File: config.mk
export PLATFORM = sky130hd
export DESIGN_NAME = pipe_stall_ctrl
export DESIGN_NICKNAME = d
export VERILOG_FILES = /design/src/rtl/pipe_ctrl_pkg.sv /design/src/rtl/sat_counter.sv /design/src/rtl/pipe_stall_ctrl.sv
export SDC_FILE = /design/constraint.sdc
export NUM_CORES = 1
export LEC_CHECK = 0
export BUFFER_PORTS_ARGS = -buffer_cell sky130_fd_sc_hd__buf_2
export CAP_MARGIN = 20
export CORE_MARGIN = 3
export CORE_UTILIZATION = 50
export CTS_CLUSTER_SIZE = 30
export DETAILED_ROUTE_END_ITERATION = 10
export GPL_TIMING_DRIVEN = 0
export PLACE_DENSITY_LB_ADDON = 0.2
export SLEW_MARGIN = 15
export SYNTH_ARGS = -nofsm -noshare
export SYNTH_HDL_FRONTEND = slang
export SYNTH_SLANG_ARGS = --single-unit
File: constraint.sdc
create_clock -name clk -period 2.8 [get_ports clk]
set_input_delay 0 -clock clk [delete_from_list [all_inputs] [get_ports clk]]
set_output_delay 0 -clock clk [all_outputs]
set_load 0.01 [all_outputs]
File: src/rtl/pipe_ctrl_pkg.sv
// Shared types and constants for the pipeline stall/flush sequencer.
package pipe_ctrl_pkg;

  typedef enum logic [1:0] {
    RUN      = 2'd0,
    MEM_WAIT = 2'd1,
    MD_BUSY  = 2'd2
  } state_t;

  localparam int MD_CNT_W   = 8;
  localparam int WAIT_CNT_W = 16;

  typedef struct packed {
    logic pc_write;
    logic ifid_write;
    logic ifid_flush;
    logic idex_write;
    logic idex_bubble;
    logic exmem_write;
    logic exmem_bubble;
    logic memwb_bubble;
    logic md_busy;
  } ctrl_t;

  localparam ctrl_t CTRL_DEFAULT = '{
    pc_write:     1'b1,
    ifid_write:   1'b1,
    ifid_flush:   1'b0,
    idex_write:   1'b1,
    idex_bubble:  1'b0,
    exmem_write:  1'b1,
    exmem_bubble: 1'b0,
    memwb_bubble: 1'b0,
    md_busy:      1'b0
  };

  localparam ctrl_t CTRL_RESET = '{default: 1'b0};

  // Whole-pipe freeze while the older instruction in MEM waits on data memory.
  function automatic ctrl_t apply_freeze(input ctrl_t c);
    ctrl_t r;
    r              = c;
    r.pc_write     = 1'b0;
    r.ifid_write   = 1'b0;
    r.idex_write   = 1'b0;
    r.exmem_write  = 1'b0;
    r.memwb_bubble = 1'b1;
    return r;
  endfunction

  function automatic ctrl_t apply_md_stall(input ctrl_t c);
    ctrl_t r;
    r              = c;
    r.pc_write     = 1'b0;
    r.ifid_write   = 1'b0;
    r.idex_write   = 1'b0;
    r.exmem_bubble = 1'b1;
    r.md_busy      = 1'b1;
    return r;
  endfunction

endpackage

File: src/rtl/sat_counter.sv
// Saturating up-counter with synchronous clear; holds at all-ones.
module sat_counter #(
  parameter int W = 32
) (
  input  logic         clk,
  input  logic         rst_n,
  input  logic         inc,
  input  logic         clear,
  output logic [W-1:0] count
);

  always_ff @(posedge clk or negedge rst_n) begin
    if (!rst_n) begin
      count <= '0;
    end else if (clear) begin
      count <= '0;
    end else if (inc && (count != '1)) begin
      count <= count + W'(1);
    end
  end

endmodule

File: src/rtl/pipe_stall_ctrl.sv
// Central stall/flush sequencer: merges dmem wait, mult/div occupancy,
// taken branch and load-use hazard into pipeline-register controls.
module pipe_stall_ctrl
  import pipe_ctrl_pkg::*;
#(
  parameter int MD_LATENCY  = 8,
  parameter int MEM_TIMEOUT = 64,
  parameter int CNT_W       = 32
) (
  input  logic             clk,
  input  logic             rst_n,
  input  logic             load_use_hz,
  input  logic             branch_taken,
  input  logic             dmem_req,
  input  logic             dmem_ready,
  input  logic             md_start,
  output logic             pc_write,
  output logic             ifid_write,
  output logic             ifid_flush,
  output logic             idex_write,
  output logic             idex_bubble,
  output logic             exmem_write,
  output logic             exmem_bubble,
  output logic             memwb_bubble,
  output logic             md_busy,
  output logic             mem_timeout,
  output logic [CNT_W-1:0] stall_cycles
);

  localparam logic [MD_CNT_W-1:0]   MD_INIT    = MD_CNT_W'(MD_LATENCY - 1);
  localparam logic [WAIT_CNT_W-1:0] WAIT_LIMIT = WAIT_CNT_W'(MEM_TIMEOUT);

  state_t                state, state_nxt;
  logic [MD_CNT_W-1:0]   md_cnt, md_cnt_nxt, md_dec;
  logic [WAIT_CNT_W-1:0] wait_cnt, wait_cnt_nxt, wait_inc;
  logic                  mem_hold, md_left, mem_stall, timeout_set;
  ctrl_t                 ctrl;

  always_ff @(posedge clk or negedge rst_n) begin
    if (!rst_n) begin
      state       <= RUN;
      md_cnt      <= '0;
      wait_cnt    <= '0;
      mem_timeout <= 1'b0;
    end else begin
      state    <= state_nxt;
      md_cnt   <= md_cnt_nxt;
      wait_cnt <= wait_cnt_nxt;
      if (timeout_set) begin
        mem_timeout <= 1'b1;
      end
    end
  end

  // md_cnt keeps running through a memory wait so the mult/div stall is never extended.
  always_comb begin
    ctrl         = CTRL_DEFAULT;
    state_nxt    = state;
    md_cnt_nxt   = md_cnt;
    wait_cnt_nxt = wait_cnt;
    mem_stall    = 1'b0;
    mem_hold     = dmem_req && !dmem_ready;
    md_left      = (md_cnt != '0);
    md_dec       = md_left ? (md_cnt - MD_CNT_W'(1)) : md_cnt;
    wait_inc     = (wait_cnt == '1) ? wait_cnt : (wait_cnt + WAIT_CNT_W'(1));

    case (state)
      RUN: begin
        if (mem_hold) begin
          mem_stall    = 1'b1;
          wait_cnt_nxt = WAIT_CNT_W'(1);
          state_nxt    = MEM_WAIT;
        end else if (md_start) begin
          md_cnt_nxt = MD_INIT;
          state_nxt  = MD_BUSY;
        end else if (branch_taken) begin
          ctrl.ifid_flush  = 1'b1;
          ctrl.idex_bubble = 1'b1;
        end else if (load_use_hz) begin
          ctrl.pc_write    = 1'b0;
          ctrl.ifid_write  = 1'b0;
          ctrl.idex_bubble = 1'b1;
        end
      end

      MD_BUSY: begin
        md_cnt_nxt = md_dec;
        if (md_left) begin
          ctrl = apply_md_stall(ctrl);
        end
        if (mem_hold) begin
          mem_stall    = 1'b1;
          wait_cnt_nxt = WAIT_CNT_W'(1);
          state_nxt    = MEM_WAIT;
        end else if (!md_left) begin
          state_nxt = RUN;
        end
      end

      MEM_WAIT: begin
        md_cnt_nxt = md_dec;
        if (md_left) begin
          ctrl = apply_md_stall(ctrl);
        end
        if (dmem_ready) begin
          wait_cnt_nxt = '0;
          state_nxt    = md_left ? MD_BUSY : RUN;
        end else begin
          mem_stall    = 1'b1;
          wait_cnt_nxt = wait_inc;
        end
      end

      default: begin
        state_nxt = RUN;
      end
    endcase

    if (mem_stall) begin
      ctrl = apply_freeze(ctrl);
    end
    timeout_set = mem_stall && (wait_cnt_nxt >= WAIT_LIMIT);

    if (!rst_n) begin
      ctrl = CTRL_RESET;
    end
  end

  assign pc_write     = ctrl.pc_write;
  assign ifid_write   = ctrl.ifid_write;
  assign ifid_flush   = ctrl.ifid_flush;
  assign idex_write   = ctrl.idex_write;
  assign idex_bubble  = ctrl.idex_bubble;
  assign exmem_write  = ctrl.exmem_write;
  assign exmem_bubble = ctrl.exmem_bubble;
  assign memwb_bubble = ctrl.memwb_bubble;
  assign md_busy      = ctrl.md_busy;

  sat_counter #(
    .W(CNT_W)
  ) u_stall_cnt (
    .clk   (clk),
    .rst_n (rst_n),
    .inc   (rst_n && !ctrl.pc_write),
    .clear (1'b0),
    .count (stall_cycles)
  );

endmodule

==> results of run 1 <==
registers in the layout, summed over array words and instances, names as in the netlist:
name               cells
u_stall_cnt.count     32
md_cnt                 8
mem_timeout            1
wait_cnt              16
state                  2
through the flow:
step | power [mW] | area, um^2 | cells | setup WS (ps) | utilization [%]
floorplan | 1.91 | 3360 | 361 | 621 | -
global placement | 2.19 | 3700 | 486 | 139 | 57.6
detailed placement | 2.23 | 3730 | 487 | 108 | 58.1
CTS | 3.14 | 3960 | 504 | 54.8 | 61.7
global route | 3.36 | 3980 | 504 | 82.2 | 61.9
finish | 3.14 | 3980 | 504 | 238 | 61.9
cell families after synthesis:
logic type / after synthesis
AO/OA/AOI/OAI: 80
XOR/XNOR: 31
adder cells (fa/ha/maj): 8
buffers and inverters: 26
flip-flops: 59
multiplexers: 4
AND/OR/NAND/NOR: 153
critical path: stages, from the launching register on:
cell,delay (ps)
dfrtp_1,420
inv_1,90
ha_1,140
buf_4,150
o21ai_0,120
a211oi_2,440
a31o_2,200
and3_1,150
buf_2,170
and3_1,290
nand4_1,140
xnor2_1,140
placed cells by master, fill, tap and decap left out, types with 3 or more instances in the layout:
master	synthesis	routed
ha_1	8	8
o21ai_0	21	21
clkbuf_8	0	9
nor3_1	8	8
nor3_2	4	4
buf_2	1	48
and3_1	18	18
nand4_1	9	9
o31ai_1	7	7
nand2b_1	3	3
xnor2_1	23	23
clkinvlp_4	0	3
a31oi_1	8	8
a21oi_1	14	13
buf_4	3	4
xor2_1	8	8
nand2_1	38	38
inv_1	14	14
nand3_1	23	23
clkbuf_1	7	7
and4_1	5	5
o211ai_1	3	3
nor2b_1	4	4
a22oi_1	4	4
nor2_1	24	23
dfrtp_1	59	59
a22o_1	5	5
a21o_1	4	4
and2_1	5	5
synthesized netlist by cell type (all sizes together), types with 5 or more instances:
master	n	area [um^2]
o31ai	7	52.6
nor3	12	80.1
ha	8	100
and4	5	43.8
and3	18	113
nor2	25	96.4
xnor2	23	201
nand3	24	125
a22o	5	43.8
clkbuf	7	26.3
a21oi	14	70.1
o21ai	22	110
buf	5	38.8
nand2	38	143
a31oi	8	50.1
and2	6	40.0
inv	14	52.6
dfrtp	59	1480
nand4	10	68.8
xor2	8	70.1
per-layer routing:
metal | vias to the layer above | routed length, um | track usage, % | part of all wire, %
met1 | 1403 | 3640 | 29.9 | 46
met5 | - | 0 | 0 | 0
met4 | 0 | 37 | 7.83 | 0.47
li1 | 1432 | - | - | -
met2 | 86 | 3700 | 36.8 | 47
met3 | 5 | 499 | 4.61 | 6.3
power groups by stage:
stage	clock (mW)	combinational [mW]	sequential, mW
finish	0.887	1.14	1.11
detailed placement	0	1.11	1.12
global route	0.948	1.28	1.13
floorplan	0	0.793	1.11
global placement	0	1.07	1.11
CTS	0.904	1.13	1.11
how the worst max path moves through the flow:
stage	startpoint	to	cells past startpoint
2_1_floorplan	state[0]	u_stall_cnt.count[29]	11
6_report	state[0]	u_stall_cnt.count[29]	11
5_1_grt	state[1]	mem_timeout	8
3_5_place_dp	state[1]	u_stall_cnt.count[29]	11
4_1_cts	state[1]	u_stall_cnt.count[26]	11
3_3_place_gp	state[0]	u_stall_cnt.count[20]	10
timing repair:
| action | CTS | global route |
|---|---|---|
| hold buffers | 1 | 0 |
| gates resized for setup | 0 | 3 |
| endpoints found under the hold margin | 59 | 0 |
| buffers inserted | 0 | 0 |
| endpoints found under the setup margin | 0 | 18 |
final cells by class:
cell class                 instances  area share (%)
multi-input combinational        276            44.8
sequential                        59            37.1
timing repair buffer              50            7.05
clock buffer                       9            3.12
clock inverter                     7            2.52
tap                               77            2.42
buffer                            12            1.64
inverter                          14            1.32
==> run metrics, run 1 <==
P_int between 1.5 and 2 mW; pwr/cell area 790 nW/um^2; max frequency 390 MHz; RR Startpoint state[0]; XOR/XNOR Fraction of Synth Area under 10%; drt total wl 7870 um; CP Max Fanout 10; outcome finished, final reports clean; root buffer cell clkbuf_8; Post-Synthesis Cells around 360; mux contribution to synthesized area about 1.3%; clk sink count 59; Gate power share 36.4%; die area 7750 um^2; asr flop ratio synth 100%; Die W 88.0 um; Setup CP Type reg2reg; Reg2Reg Depth 11; Synth Area in Adders 2.98%; number of synthesized flops with an enable pin 0; Worst R2R End u_stall_cnt.count[29]; Ant. Diodes 0; fin nets 437; H-tree depth 3; CTS tree built; Core Area 6420 um^2; row cnt 29; Worst Tran Pin Value 672 ps; Avg WL per Cell ~16 um; largest family of logic cells by synthesized area simple AND/OR/NAND/NOR gates; syn nets 376; Tcrit/Tclk final 91.5%; CP endpoint kind register; Initial Util 52.4%; final hold slack 18.5 ps; Compound-Gate Fraction of Synth Area ~16%; vias per std cell roughly 5.8; via count ~2900; Detailed Routing Iterations Pass 1 6; Worst Path Arrival 2800 ps; crit path time final 2560 ps; initial drt markers 185; io pins 49; setup TNS 0 ps; later-pin clock latency in the skew report between 300 and 400 ps; HP Class in2reg; distinct cell type count after synthesis 52; Slew Limit Fails 0; layout cells sized above 1 around a fifth; Die Height 88.0 um; antenna violations before repair 0; CTS clk-pin slew, worst paths 70 ps; Cell Area, Synth 3360 um^2; Final setup violation count 0; Yosys warnings 0; number of buffers added on ports 48; hold path cells 4; GRT Resource Usage Total 22.5%; Hold EP mem_timeout; FILL cells approximately 550; Antenna Nets Post-Route 0; area growth from synthesis to layout 18.2%; register area 1480 um^2; top_reg_cell synth dfrtp_1; setup slack on the worst flop-to-flop path 240 ps; worst vdd ir 461 uV; Reg power frac 35.3%; min-delay src dmem_ready; Clock Skew 7.75 ps; P_leak 1.88 nW; Clock Power Share 28.3%; first-pass GRT wire length about 14000 um; max_slew headroom 54.9%; hpwl dp 5430 um; Switching Fraction roughly two fifths; Post-Synth Simple-Gate Area 24.7%; drt drc 0; Seq cells post-synth 59; CP required 3040 ps; vias in the first global route 2800; sequential share of the synthesized area a little over two fifths; post-synthesis average cell area 9.32 um^2; largest net degree at the start of global routing 49; Final Wtd Congestion 0.897; clk buf depth 2; multi-input logic area about 1800 um^2; CP startpoint kind register; final hold violations 0; total congestion overflow 0; unrepaired setup endpoints after global routing no; max-cap check violation count 0; switching power 1.21 mW; CTS Buf Count 9
Note: power is estimated with default switching activity, not from simulation.
==> run 2, diff against run 1 <==
CORE_UTILIZATION = 46   (was 50)
==> run metrics, run 2 (same netlist as run 1, synthesis figures left out) <==
vias per std cell 5.62 (was 5.81); largest net degree at the start of global routing 55 (was 49); Tcrit/Tclk final 93.7% (was 91.5%); first-pass GRT wire length 13400 um (was 13600 um); Setup CP Type reg2reg (unchanged); crit path time final 2620 ps (was 2560 ps); vias in the first global route 2855 (was 2800); Core Area 6940 um^2 (was 6420 um^2); Die W 91.5 um (was 88.0 um); max frequency 381 MHz (was 390 MHz); Detailed Routing Iterations Pass 1 4 (was 6); Clock Power Share 28.5% (was 28.3%); drt total wl 7730 um (was 7870 um); Gate power share 35.9% (was 36.4%); total power 3.12 mW (was 3.14 mW); Critical Path End u_stall_cnt.count[23] (was u_stall_cnt.count[29]); outcome finished, final reports clean (unchanged); Post-DP Area 3750 um^2 (was 3730 um^2); unrepaired setup endpoints after global routing no (unchanged); Reg power frac 35.6% (was 35.3%); H-tree depth 3 (unchanged); Worst R2R End u_stall_cnt.count[23] (was u_stall_cnt.count[29]); largest register by flop count u_stall_cnt.count (unchanged); Ant. Diodes 0 (unchanged); Die Height 91.5 um (was 88.0 um); P_int 1.95 mW (was 1.93 mW); final hold violations 0 (unchanged); Worst Path Arrival 2840 ps (was 2800 ps); later-pin clock latency in the skew report 330 ps (was 350 ps); fin nets 437 (unchanged); hpwl dp 5480 um (was 5430 um); max_slew headroom 53.4% (was 54.9%); clk sink count 59 (unchanged); row cnt 30 (was 29); met1 Use GR 26.6% (was 29.9%); CP endpoint kind register (unchanged); CTS tree built (unchanged); Initial Util 48.4% (was 52.4%); final core occ 57.5% (was 61.9%); number of buffers added on ports 48 (unchanged); drt drc 0 (unchanged); cell area after layout 3990 um^2 (was 3980 um^2); CTS Buf Count 9 (unchanged); Avg WL per Cell 14.8 um (was 15.6 um); root buffer cell clkbuf_8 (unchanged); layout cells sized above 1 19.7% (was 20.1%); setup TNS 0 ps (unchanged); pwr/cell area 780 nW/um^2 (was 790 nW/um^2); met3 usage 3.89% (was 4.61%); via count 2941 (was 2926); HP Class in2async (was in2reg); layer with the highest usage met2 (unchanged); CTS clk-pin slew, worst paths 70 ps (about the same); CP Max Fanout 10 (unchanged); largest registers u_stall_cnt.count: 32 flops, wait_cnt: 16 flops, md_cnt: 8 flops (unchanged); antenna violations before repair 0 (unchanged); met2 usage 30.4% (was 36.8%); io pins 49 (unchanged); total congestion overflow 0 (unchanged); area growth from synthesis to layout 18.7% (was 18.2%); most frequent cells in the layout 59 x dfrtp_1, 48 x buf_2, 38 x nand2_1 (unchanged); RR Startpoint state[0] (unchanged); die area 8370 um^2 (was 7750 um^2); setup slack on the worst flop-to-flop path 180 ps (was 240 ps); P_leak 1.89 nW (was 1.88 nW); Worst Tran Pin Value 695 ps (was 672 ps); clk buf depth 2 (unchanged); Final Wtd Congestion 0.831 (was 0.897); Antenna Nets Post-Route 0 (unchanged); Slew Limit Fails 0 (unchanged); CP Launch Point state[0] (unchanged); worst vdd ir 569 uV (was 461 uV); switching power 1.17 mW (was 1.21 mW); CP startpoint kind register (unchanged); GRT Resource Usage Total 19.7% (was 22.5%); Clock Skew 9.97 ps (was 7.75 ps); initial drt markers 144 (was 185); CP required 3010 ps (was 3040 ps); FILL cells 612 (was 546); commonest non-fill, non-tap cell in the layout dfrtp_1 (unchanged); Final setup violation count 0 (unchanged); postcts setup bufs 0 (unchanged); max FFs per register 32 (unchanged); max-cap check violation count 0 (unchanged); Reg2Reg Depth 12 (was 11); Switching Fraction 37.5% (was 38.5%)
run 2: cell count changes in the layout (fill, tap and decap cells not counted), sizes merged:
cell,change
clkbuf,+1
clkinv,+1
inv,-1
clkinvlp,-1
run 2: metal layers:
layer  wire length [um]  part of all wire (%)
met5                  0                     0
met4                118                   1.5
met3                428                   5.5
met2               3600                    47
met1               3580                    46
run 2: cell type report:
| type | count | area, um^2 | share of cell area, % |
|---|---|---|---|
| Buffer | 12 | 65.1 | 1.63 |
| Clock buffer | 10 | 138 | 3.45 |
| Clock inverter | 6 | 88.8 | 2.22 |
| Inverter | 14 | 52.6 | 1.32 |
| Multi-Input combinational cell | 276 | 1770 | 44.4 |
| Sequential cell | 59 | 1480 | 37.0 |
| Tap cell | 96 | 120 | 3.01 |
| Timing Repair Buffer | 50 | 280 | 7.02 |
run 2: power groups by stage:
stage	Clock, mW	Combinational [mW]	Sequential, mW
final	0.888	1.12	1.11
after global routing	0.948	1.25	1.13
after CTS	0.907	1.12	1.11
after detailed placement	0	1.11	1.13
after global placement	0	1.09	1.12
after floorplan	0	0.793	1.11
run 2: how the worst min path moves through the flow:
stage / start / to / cells past startpoint
2_1_floorplan: rst_n / md_cnt[0] / 0
3_3_place_gp: load_use_hz / idex_bubble / 4
3_5_place_dp: rst_n / state[1] / 1
4_1_cts: rst_n / state[1] / 2
5_1_grt: rst_n / state[1] / 2
6_report: rst_n / state[1] / 2
run 2: metrics by stage:
stage / hold slack, ps / worst slack, ps / std cells
finish: 48.6 / 177 / 523
global placement: 311 / 187 / 505
CTS: 38.7 / 174 / 523
global route: 50.5 / 12.0 / 523
floorplan: -296 / 621 / 361
detailed placement: -140 / 198 / 506
run 2: timing repair:
action / 4_1_cts / 5_1_grt
resized for setup: 0 / 1
setup endpoints to repair: 0 / 1
hold buffers: 1 / 0
hold endpoints to repair: 59 / 0
run 2: critical path: stages, from the launching register on:
cell,delay (ps)
dfrtp_1,420
inv_1,90
ha_1,140
buf_4,150
o21ai_0,100
a211oi_1,520
a31o_2,220
and3_1,150
buf_2,170
and2_4,160
buf_6,120
nand3_1,100
xnor2_1,150
